File: config.mk
export PLATFORM = sky130hd
export DESIGN_NAME = led_sweep_seq
export DESIGN_NICKNAME = d
export VERILOG_FILES = /design/src/rtl/led_sweep_pkg.sv /design/src/rtl/led_sweep_tick.sv /design/src/rtl/led_sweep_seq.sv
export SDC_FILE = /design/constraint.sdc
export NUM_CORES = 1
export LEC_CHECK = 0
export ABC_AREA = 0
export BUFFER_PORTS_ARGS = -buffer_cell sky130_fd_sc_hd__buf_4
export CORE_ASPECT_RATIO = 0.6
export CORE_MARGIN = 2
export CORE_UTILIZATION = 50
export DETAILED_ROUTE_END_ITERATION = 8
export PLACE_DENSITY = 0.82
export SLEW_MARGIN = 20
export SYNTH_ARGS = -nofsm -noshare
export SYNTH_HDL_FRONTEND = slang
export SYNTH_SLANG_ARGS = --single-unit
File: constraint.sdc
create_clock -name clk -period 2.1 [get_ports clk]
set_input_delay 0.21 -clock clk [delete_from_list [all_inputs] [get_ports clk]]
set_output_delay 0.21 -clock clk [all_outputs]
set_load 0.02 [all_outputs]
File: src/rtl/led_sweep_pkg.sv
// Shared types for the LED sweep sequencer: FSM state encoding and latched mode values.
package led_sweep_pkg;

    typedef enum logic [1:0] {
        IDLE = 2'b00,
        UP   = 2'b01,
        DOWN = 2'b10,
        DONE = 2'b11
    } state_t;

    localparam logic [1:0] MODE_UP     = 2'b00;
    localparam logic [1:0] MODE_DOWN   = 2'b01;
    localparam logic [1:0] MODE_BOUNCE = 2'b10;

endpackage

File: src/rtl/led_sweep_tick.sv
// Prescaler: one-cycle tick enable every DIV_MAX+1 enabled clk cycles; clr restarts the period.
module led_sweep_tick #(
    parameter int DIV_WIDTH = 24,
    parameter int DIV_MAX   = 1500000
) (
    input  logic clk,
    input  logic rst,
    input  logic en,
    input  logic clr,
    output logic tick
);

    localparam logic [DIV_WIDTH-1:0] LIMIT = DIV_WIDTH'(DIV_MAX);

    logic [DIV_WIDTH-1:0] cnt_reg;

    // Decoded from the registered count, so it is low whenever the counter is idle or cleared.
    assign tick = en && (cnt_reg == LIMIT);

    always_ff @(posedge clk or posedge rst) begin
        if (rst) begin
            cnt_reg <= '0;
        end else if (clr) begin
            cnt_reg <= '0;
        end else if (en) begin
            if (cnt_reg == LIMIT) begin
                cnt_reg <= '0;
            end else begin
                cnt_reg <= cnt_reg + DIV_WIDTH'(1);
            end
        end
    end

endmodule

File: src/rtl/led_sweep_seq.sv
// LED sweep sequencer: up/down/bounce sweeps between bounds for a programmable pass count.
// Optional LED_SWEEP_GRAY_EN drives led as the Gray code of the internal binary sweep value.
module led_sweep_seq
    import led_sweep_pkg::*;
#(
    parameter int LED_COUNT  = 4,
    parameter int DIV_WIDTH  = 24,
    parameter int DIV_MAX    = 1500000,
    parameter int LEDS_BEGIN = 0,
    parameter int LEDS_END   = 2**LED_COUNT - 1,
    parameter int LEDS_STEP  = 1,
    parameter int PASS_WIDTH = 4
) (
    input  logic                  clk,
    input  logic                  rst,
    input  logic                  go,
    input  logic                  abort,
    input  logic [1:0]            mode,
    input  logic [PASS_WIDTH-1:0] passes,
    output logic [LED_COUNT-1:0]  led,
    output logic                  busy,
    output logic                  done,
    output logic                  tick
);

    localparam int W = LED_COUNT;
    localparam logic [W-1:0] BEGIN_V = W'(LEDS_BEGIN);
    localparam logic [W-1:0] END_V   = W'(LEDS_END);
    localparam logic [W:0]   BEGIN_X = (W+1)'(LEDS_BEGIN);
    localparam logic [W:0]   END_X   = (W+1)'(LEDS_END);
    localparam logic [W:0]   STEP_X  = (W+1)'(LEDS_STEP);

    state_t                state_reg, state_next;
    logic [W-1:0]          v_reg, v_next;
    logic [1:0]            mode_reg, mode_next;
    logic [PASS_WIDTH-1:0] passes_reg, passes_next;
    logic [PASS_WIDTH-1:0] pass_cnt_reg, pass_cnt_next;
    logic                  clr;
    logic                  pass_end;
    logic [PASS_WIDTH-1:0] last_pass;
    logic [W:0]            up_sum;
    logic [W:0]            down_diff;
    logic [W-1:0]          up_val;
    logic [W-1:0]          down_val;

    led_sweep_tick #(
        .DIV_WIDTH (DIV_WIDTH),
        .DIV_MAX   (DIV_MAX)
    ) u_tick (
        .clk  (clk),
        .rst  (rst),
        .en   (busy),
        .clr  (clr),
        .tick (tick)
    );

    assign busy = (state_reg == UP) || (state_reg == DOWN);
    assign done = (state_reg == DONE);

    // One extra bit so the clamp sees overflow/underflow instead of a wrapped value.
    assign up_sum    = {1'b0, v_reg} + STEP_X;
    assign down_diff = {1'b0, v_reg} - STEP_X;
    assign up_val    = (up_sum > END_X) ? END_V : up_sum[W-1:0];
    assign down_val  = (down_diff[W] || (down_diff < BEGIN_X)) ? BEGIN_V : down_diff[W-1:0];

    assign last_pass = (passes_reg == '0) ? '0 : passes_reg - PASS_WIDTH'(1);

    always_comb begin
        state_next    = state_reg;
        v_next        = v_reg;
        mode_next     = mode_reg;
        passes_next   = passes_reg;
        pass_cnt_next = pass_cnt_reg;
        clr           = 1'b0;
        pass_end      = 1'b0;

        if (abort) begin
            state_next = IDLE;
            v_next     = BEGIN_V;
            clr        = 1'b1;
        end else begin
            unique case (state_reg)
                IDLE: begin
                    if (go) begin
                        mode_next     = mode;
                        passes_next   = passes;
                        pass_cnt_next = '0;
                        clr           = 1'b1;
                        if (mode == MODE_DOWN) begin
                            v_next     = END_V;
                            state_next = DOWN;
                        end else begin
                            v_next     = BEGIN_V;
                            state_next = UP;
                        end
                    end
                end
                UP: begin
                    if (tick) begin
                        if (v_reg != END_V) begin
                            v_next = up_val;
                        end else if (mode_reg == MODE_BOUNCE) begin
                            state_next = DOWN;
                        end else begin
                            pass_end = 1'b1;
                        end
                    end
                end
                DOWN: begin
                    if (tick) begin
                        if (v_reg != BEGIN_V) begin
                            v_next = down_val;
                        end else begin
                            pass_end = 1'b1;
                        end
                    end
                end
                DONE: begin
                    if (!go) begin
                        state_next = IDLE;
                    end
                end
            endcase

            if (pass_end) begin
                if (pass_cnt_reg == last_pass) begin
                    state_next = DONE;
                    clr        = 1'b1;
                end else begin
                    pass_cnt_next = pass_cnt_reg + PASS_WIDTH'(1);
                    // Bounce ends its pass at BEGIN already, so only the plain modes reload.
                    if (mode_reg == MODE_DOWN) begin
                        v_next     = END_V;
                        state_next = DOWN;
                    end else if (mode_reg == MODE_BOUNCE) begin
                        state_next = UP;
                    end else begin
                        v_next     = BEGIN_V;
                        state_next = UP;
                    end
                end
            end
        end
    end

    always_ff @(posedge clk or posedge rst) begin
        if (rst) begin
            state_reg    <= IDLE;
            v_reg        <= BEGIN_V;
            mode_reg     <= MODE_UP;
            passes_reg   <= '0;
            pass_cnt_reg <= '0;
        end else begin
            state_reg    <= state_next;
            v_reg        <= v_next;
            mode_reg     <= mode_next;
            passes_reg   <= passes_next;
            pass_cnt_reg <= pass_cnt_next;
        end
    end

`ifdef LED_SWEEP_GRAY_EN
    assign led = v_reg ^ (v_reg >> 1);
`else
    assign led = v_reg;
`endif

endmodule

==> impl_results.md, run 1 <==
* Run status: finished with violations
* Violations in the final reports: setup timing
* Die height at 61.81 um
* Max Root-Sink Buffers at 2
* Switch Pwr at 1.358 mW
* CP Data Arrival Time at roughly 2.4 ns
* Die outline width at about 100 um
* Part of the power in the clock network at 16.9%
* Number of buffers and inverters on the critical path at 3
* Most frequent cell on the critical path: sky130_fd_sc_hd__buf_6
* Antenna diode count at 0
* Vias at approximately 3.0k
* Area of the die at 6203 um2
* Largest fanout of any net on the critical path at 6
* Mean instance size in the synthesized netlist at 8.543 um2
* Cell count of the worst reg-to-reg path at 10
* Critical Path Sink Type: register
* Count of standard-cell rows at 20
* Post-synth top area cell: sky130_fd_sc_hd__dfrtp_1
* Combinational family with the most area after synthesis: simple AND/OR/NAND/NOR gates
* Worst rel slew slack at roughly two thirds
* Chain of cells forming the critical path: buf_6 -> and2_4 -> o21ai_2 -> a21oi_1 -> or4_4 -> o21ai_4 -> buf_6 -> buf_6 -> o211ai_1 -> o21ai_1
* Ratio of cells with drive above 1 in the final layout at 39.04%
* Adder-cell share of the synthesized area at about 5%
* Remaining antenna violation count after routing at 0
* Number of standard cells after synthesis at 326
* Cell internal power dissipation at 1.882 mW
* Leakage Power at approximately 1.6 nW
* Clock tree from TritonCTS: done
* Slowest cell on crit path: sky130_fd_sc_hd__or4_4
* Worst slack after detailed placement at -0.1757 ns
* Slew at the pin with the worst max-slew slack at approximately 0.52 ns
* Post-synth net total at 347
* RSZ-0062 raised after global routing: true
* Number of detailed-route iterations in the first pass at 5
* Total global routing overflow at 0
* Kind of launch point of the worst setup path: register
* Leading cell type in the layout, fill and taps excluded: sky130_fd_sc_hd__buf_4
* Commonest non-fill, non-tap cells in the layout: sky130_fd_sc_hd__buf_4 (69), sky130_fd_sc_hd__nor2_1 (33), sky130_fd_sc_hd__dfrtp_1 (33)
* Crit. path cell count at 10
* CP required at 2.33 ns
* Comb pwr share at 51.8%
* Number of warning messages in the yosys log at 0
* CTS H-tree depth at 2
* Post-synth design cell area at 2785 um2
* Number of nets in the layout at approximately 420
* Maximum clock rate at 0.4578 GHz
* Aggregate global-route resource usage at 27.78%
* Final Hold Vio Count at 0
* Register bit total from synthesis at 40
* Clock buffers created by TritonCTS at 5
* Initial antenna violation count at 0
* Setup-failing EPs final at 8
* Worst stage delay on the critical path at about 0.57 ns
* Starting Density at 53.51%
* Maximum Capacitance Violations at 0
* Vias in the first global route at between 2k and 3k
* Via density per instance at about 6.5
* Part of the power in registers at a little under a third
* Violation count after the first detailed-route iteration at 472
* Unique masters post-synth at 59
* Areal power density over the cells at 855.9 nW/um2
* First-pass GRT wire length at approximately 13,000 um
* Fraction of the mapped netlist area in compound gates at 19.41%
* Min Tclk post-route at 2.184 ns
* I/O Buffers at 16
* Area share of the largest cell type after synthesis at around 36%
* Number of enable flip-flop cells after synthesis at 0
* Final number of max-transition violations at 0
* Area share of xor/xnor cells in the synthesized design at 4.717%
* Clk slew on worst S/H paths at 0.09 ns
* Maximum clock skew at final layout at 0.01370 ns
* Total core area at around 5200 um2
* Switching power as a share of total power at between 40% and 50%
* Post-DP HPWL at 6016 um
* Predominant post-synthesis flop cell: sky130_fd_sc_hd__dfrtp_1
* Clock net sink count at 40
* Total DRC errors in the routed layout at 0
* Mux cell area share after synthesis at 3.190%
* Peak supply drop at 880.0 uV
* Sequential fraction of the synthesis area at roughly 36%
* Slack of the critical path at -0.08422 ns
* Post-Route Setup TNS at -0.2668 ns
* Master cell of the clock root buffer: sky130_fd_sc_hd__clkbuf_8
* Setup CP Type: reg -> reg
* Worst min path class: in -> async
* Post-route clock period utilization at 104.0%
* Synth-to-layout area growth at 35.89%
* Largest net degree at the start of global routing at 41
* Biggest area contributors in the synthesized netlist: sky130_fd_sc_hd__dfrtp_1 (36%), sky130_fd_sc_hd__ha_1 (4.9%), sky130_fd_sc_hd__nor2_1 (4.7%)
* Simple-gate share of the synthesized area at 27.04%
* Latest clock arrival within the worst-skew pair at 0.30 ns
* WL/cell at 19.52 um
* Boundary pin count at 17
* Total wire length after detailed routing at approximately 9000 um
* Top cell family by delay on the critical path: simple AND/OR/NAND/NOR gates
* Max FFs per register at 24
* Post-synth ARST share at 100.0%
* Weighted congestion reported at the end of routability-driven placement at 0.9365
power by group through the flow:
| stage | sequential (mW) | clock (mW) | combinational (mW) |
|---|---|---|---|
| 6_report | 1.02 | 0.546 | 1.68 |
| 3_3_place_gp | 0.999 | 0 | 1.38 |
| 5_1_grt | 1.03 | 0.585 | 1.79 |
| 3_5_place_dp | 1.01 | 0 | 1.41 |
| 4_1_cts | 0.991 | 0.549 | 1.48 |
| 2_1_floorplan | 0.991 | 0 | 0.950 |
cell usage after synthesis (all sizes together), types with 6 or more instances:
master	count
xnor2	6
ha	11
a21oi	18
nor2	35
nand2	20
nand3	19
nor2b	11
or3	6
clkbuf	12
o21ai	25
xor2	9
inv	19
dfrtp	40
nand4	10
mux2	7
worst register-to-register path: cells and delay by family, from the launching register on:
| family | cells | cell delay [ns] |
|---|---|---|
| compound gates | 5 | 0.62 |
| buf+inv | 3 | 0.39 |
| flops | 1 | 0.41 |
| simple gates | 2 | 0.70 |
layer usage:
layer	global-route usage [%]	share of wire (%)	routed length (um)	vias up
met5	0	0	0	-
met4	9.002	3.3	301	0
met3	6.264	11	949	35
met2	40.46	42	3783	228
met1	41.09	44	4002	1424
li1	-	-	-	1330
layout make-up:
class / count / area, um2
clock buffer: 6 / 82.58
clock inverter: 2 / 10.01
fill: 336 / 1420
inverter: 19 / 81.33
multi-input combinational: 252 / 1899
sequential: 40 / 1010
tap: 66 / 82.58
timing repair buffer: 78 / 619.3
kinds of logic after synthesis:
group | count (synthesis)
xor gates and xnor gates | 15
buffers and inverters | 34
DFF | 40
muxes | 8
adders and majority gates | 11
AOI/OAI and AO/OA | 83
and+or+nand+nor | 135
through the flow:
stage	area (um2)	instances	power, mW	hold slack (ns)	utilization, %
floorplan	2875	326	1.942	0.3606	-
global placement	3373	445	2.380	0.3716	64.81
detailed placement	3373	445	2.419	0.3793	64.81
CTS	3555	458	3.020	0.06292	68.29
global route	3785	463	3.406	0.1067	72.72
finish	3785	463	3.239	0.03504	72.72
worst paths after layout:
| kind | start | endpoint | slack, ns |
|---|---|---|---|
| max in group asynchronous | rst | passes_reg[2]$_DFFE_PP0P_ | 1.67 |
| min in group clk | passes[0] | passes_reg[0]$_DFFE_PP0P_ | 0.15 |
| setup reg to reg | pass_cnt_reg[2]$_DFFE_PP0N_ | led[3]$_DFF_PP0_ | -0.08 |
| hold reg to reg | mode_reg[0]$_DFFE_PP0P_ | mode_reg[0]$_DFFE_PP0P_ | 0.56 |
| setup / recovery | pass_cnt_reg[2]$_DFFE_PP0N_ | led[3]$_DFF_PP0_ | -0.08 |
| hold / removal | rst | state_reg[0]$_DFFE_PP0P_ | 0.04 |
repair_timing:
| item | CTS | global route |
|---|---|---|
| setup endpoints to repair | 15 | 22 |
| hold buffers | 0 | 0 |
| gates resized for setup | 11 | 49 |
| hold endpoints to repair | 0 | 0 |
| setup buffers | 5 | 6 |
| pin swaps | 10 | 19 |
Power figures use the tool's default switching activity.
==> run 2, diff against run 1 <==
Settings changed: CAP_MARGIN from default to 20, CORE_UTILIZATION 50 to 55, PLACE_DENSITY 0.82 to 0.88.
==> run 2 against run 1 <==
  * The run ends with DRC, setup timing left
  * Sequential cell count unchanged
  * Fmax decreased by 4.5%
  * Cell area is 1.8% lower
  * Hold slack improved by 0.0024 ns
  * Non-clock buffer count up 1
  * Via count grew 8.9%
  * Routed wire length grew 16%
  * Sequential power is essentially flat
  * Clock skew is 0.0041 ns lower
  * Setup slack worse by 0.10 ns
  * Largest cell class unchanged
  * Highest routed layer unchanged
==> impl_results.md, run 2 (same netlist as run 1, synthesis figures left out) <==
* Max Root-Sink Buffers at 2
* Total global routing overflow at 0
* Slack of the critical path at -0.1872 ns
* Final number of max-transition violations at 0
* Die outline width at 95.87 um
* Critical Path Sink Type: register
* CP Data Arrival Time at 2.52 ns
* CP required at 2.33 ns
* Clock tree from TritonCTS: done
* Routing layer with the top usage in global route: met2
* Master cell of the clock root buffer: sky130_fd_sc_hd__clkbuf_8
* Clock net sink count at 40
* Kind of launch point of the worst setup path: register
* Maximum Capacitance Violations at 0
* Total DRC errors in the routed layout at 92
* Final Hold Vio Count at 0
* Global routing usage on met2 at 52.25%
* Post-route clock period utilization at 108.9%
* Hold-fix buffer count after cts at 0
* Remaining antenna violation count after routing at 0
* Ratio of cells with drive above 1 in the final layout at a little over a third
* Total core area at about 5000 um2
* Largest fanout of any net on the critical path at 6
* Vias at 3,286
* Via density per instance at 7.067
* Number of detailed-route iterations in the first pass at 9
* Core occupancy in the finished layout at 74.67%
* Count of standard-cell rows at 20
* Maximum clock rate at between 0.4 and 0.5 GHz
* Total wire length after detailed routing at 10,460 um
* RSZ-0062 raised after global routing: true
* Aggregate global-route resource usage at 35.60%
* Run status: finished with violations
* GR Util met1 at 48.99%
* Peak supply drop at 760.4 uV
* WL/cell at roughly 23 um
* First-pass GRT wire length at 15,120 um
* Starting Density at 55.93%
* Worst min path class: in -> async
* Violations in the final reports: DRC, setup timing
* Vias in the first global route at 2,984
* Antenna diode count at 0
* Worst rel slew slack at between 60% and 70%
* Leading cell type in the layout, fill and taps excluded: sky130_fd_sc_hd__buf_4
* Latest clock arrival within the worst-skew pair at 0.32 ns
* Min Tclk post-route at 2.287 ns
* CTS H-tree depth at 2
* Violation count after the first detailed-route iteration at around 720
* Number of nets in the layout at 419
* Instance area after placement at ~3300 um2
* Maximum clock skew at final layout at 0.009578 ns
* Global Route met3 Usage at ~11%
* Slew at the pin with the worst max-slew slack at 0.5520 ns
* Clk slew on worst S/H paths at 0.08 ns
* Post-DP HPWL at 5894 um
* Areal power density over the cells at roughly 890 nW/um2
* Boundary pin count at 17
* Clock buffers created by TritonCTS at 5
* Max FFs per register at 24
* Total non-filler cell area in the finished layout at 3719 um2
* Leakage Power at roughly 1.6 nW
* Setup CP Type: reg -> reg
* Die height at 59.12 um
* Commonest non-fill, non-tap cells in the layout: sky130_fd_sc_hd__buf_4 (75), sky130_fd_sc_hd__nor2_1 (33), sky130_fd_sc_hd__dfrtp_1 (33)
* Weighted congestion reported at the end of routability-driven placement at 0.9742
* I/O Buffers at 16
* Synth-to-layout area growth at 33.51%
* Largest net degree at the start of global routing at a little over 40
* Area of the die at 5668 um2
* Initial antenna violation count at 0
* Setup-failing EPs final at 16
==> run 2: cell types whose count changed in the layout (fill, tap and decap cells not counted), sizes merged <==
cell / delta
o21ai: +1
buf: +1
==> run 2: critical path, stage by stage (launching register included) <==
cell and delay [ns]:
sky130_fd_sc_hd__dfrtp_1 0.51, sky130_fd_sc_hd__nor2b_1 0.12, sky130_fd_sc_hd__o21ai_1 0.22, sky130_fd_sc_hd__o2111ai_1 0.14, sky130_fd_sc_hd__or4_4 0.61, sky130_fd_sc_hd__o21ai_4 0.25, sky130_fd_sc_hd__o211ai_1 0.18, sky130_fd_sc_hd__a21oi_2 0.18
==> run 2: power by group <==
group | switching [mW] | internal [mW] | leakage (nW)
Combinational | 1.00 | 0.752 | 1.02
Clock | 0.297 | 0.263 | 0.0510
Sequential | 0.145 | 0.869 | 0.532
Total | 1.44 | 1.88 | 1.60
==> run 2: area by class of cell <==
type | instances | area [um2]
Sequential cell | 40 | 1010
Fill cell | 313 | 1261
Tap cell | 66 | 82.58
Multi-Input combinational cell | 253 | 1844
Clock buffer | 6 | 82.58
Timing Repair Buffer | 79 | 608.1
Clock inverter | 2 | 10.01
Inverter | 19 | 81.33
==> run 2: metrics by stage <==
stage	total power [mW]	hold slack [ns]	setup TNS (ns)	setup WS, ns	instances
4_1_cts	3.105	0.06243	0	0.0008837	461
3_3_place_gp	2.316	0.3695	-0.1132	-0.07772	440
2_1_floorplan	1.942	0.3606	0	0.007770	326
3_5_place_dp	2.390	0.3854	-0.6470	-0.1104	440
5_1_grt	3.456	0.08779	-2.384	-0.2824	465
6_report	3.327	0.03740	-1.858	-0.1872	465
==> run 2: worst paths after layout <==
path                                                      from                              to  slack, ns  depth (start not counted)
worst max register to register     pass_cnt_reg[0]$_DFFE_PP0N_        state_reg[1]$_DFFE_PP0P_      -0.19                          7
worst min-delay path                                       rst     pass_cnt_reg[2]$_DFFE_PP0N_       0.04                          3
worst min register to register  u_tick.cnt_reg[20]$_DFFE_PP0P_  u_tick.cnt_reg[20]$_DFFE_PP0P_       0.57                          2
max in group asynchronous                                  rst        state_reg[1]$_DFFE_PP0P_       1.67                          3
worst max-delay path               pass_cnt_reg[0]$_DFFE_PP0N_        state_reg[1]$_DFFE_PP0P_      -0.19                          7
min in group clk                                     passes[0]       passes_reg[0]$_DFFE_PP0P_       0.13                          2
==> run 2: repair_timing <==
action	in CTS	in global routing
endpoints found under the setup margin	11	19
pin swaps	9	6
cloned	1	0
resized for setup	23	17
setup buffers	12	4
==> run 2: metal layers <==
layer	vias up	wire, um
met1	1513	3986
li1	1323	-
met3	115	1586
met5	-	0
met2	335	4137
met4	0	752
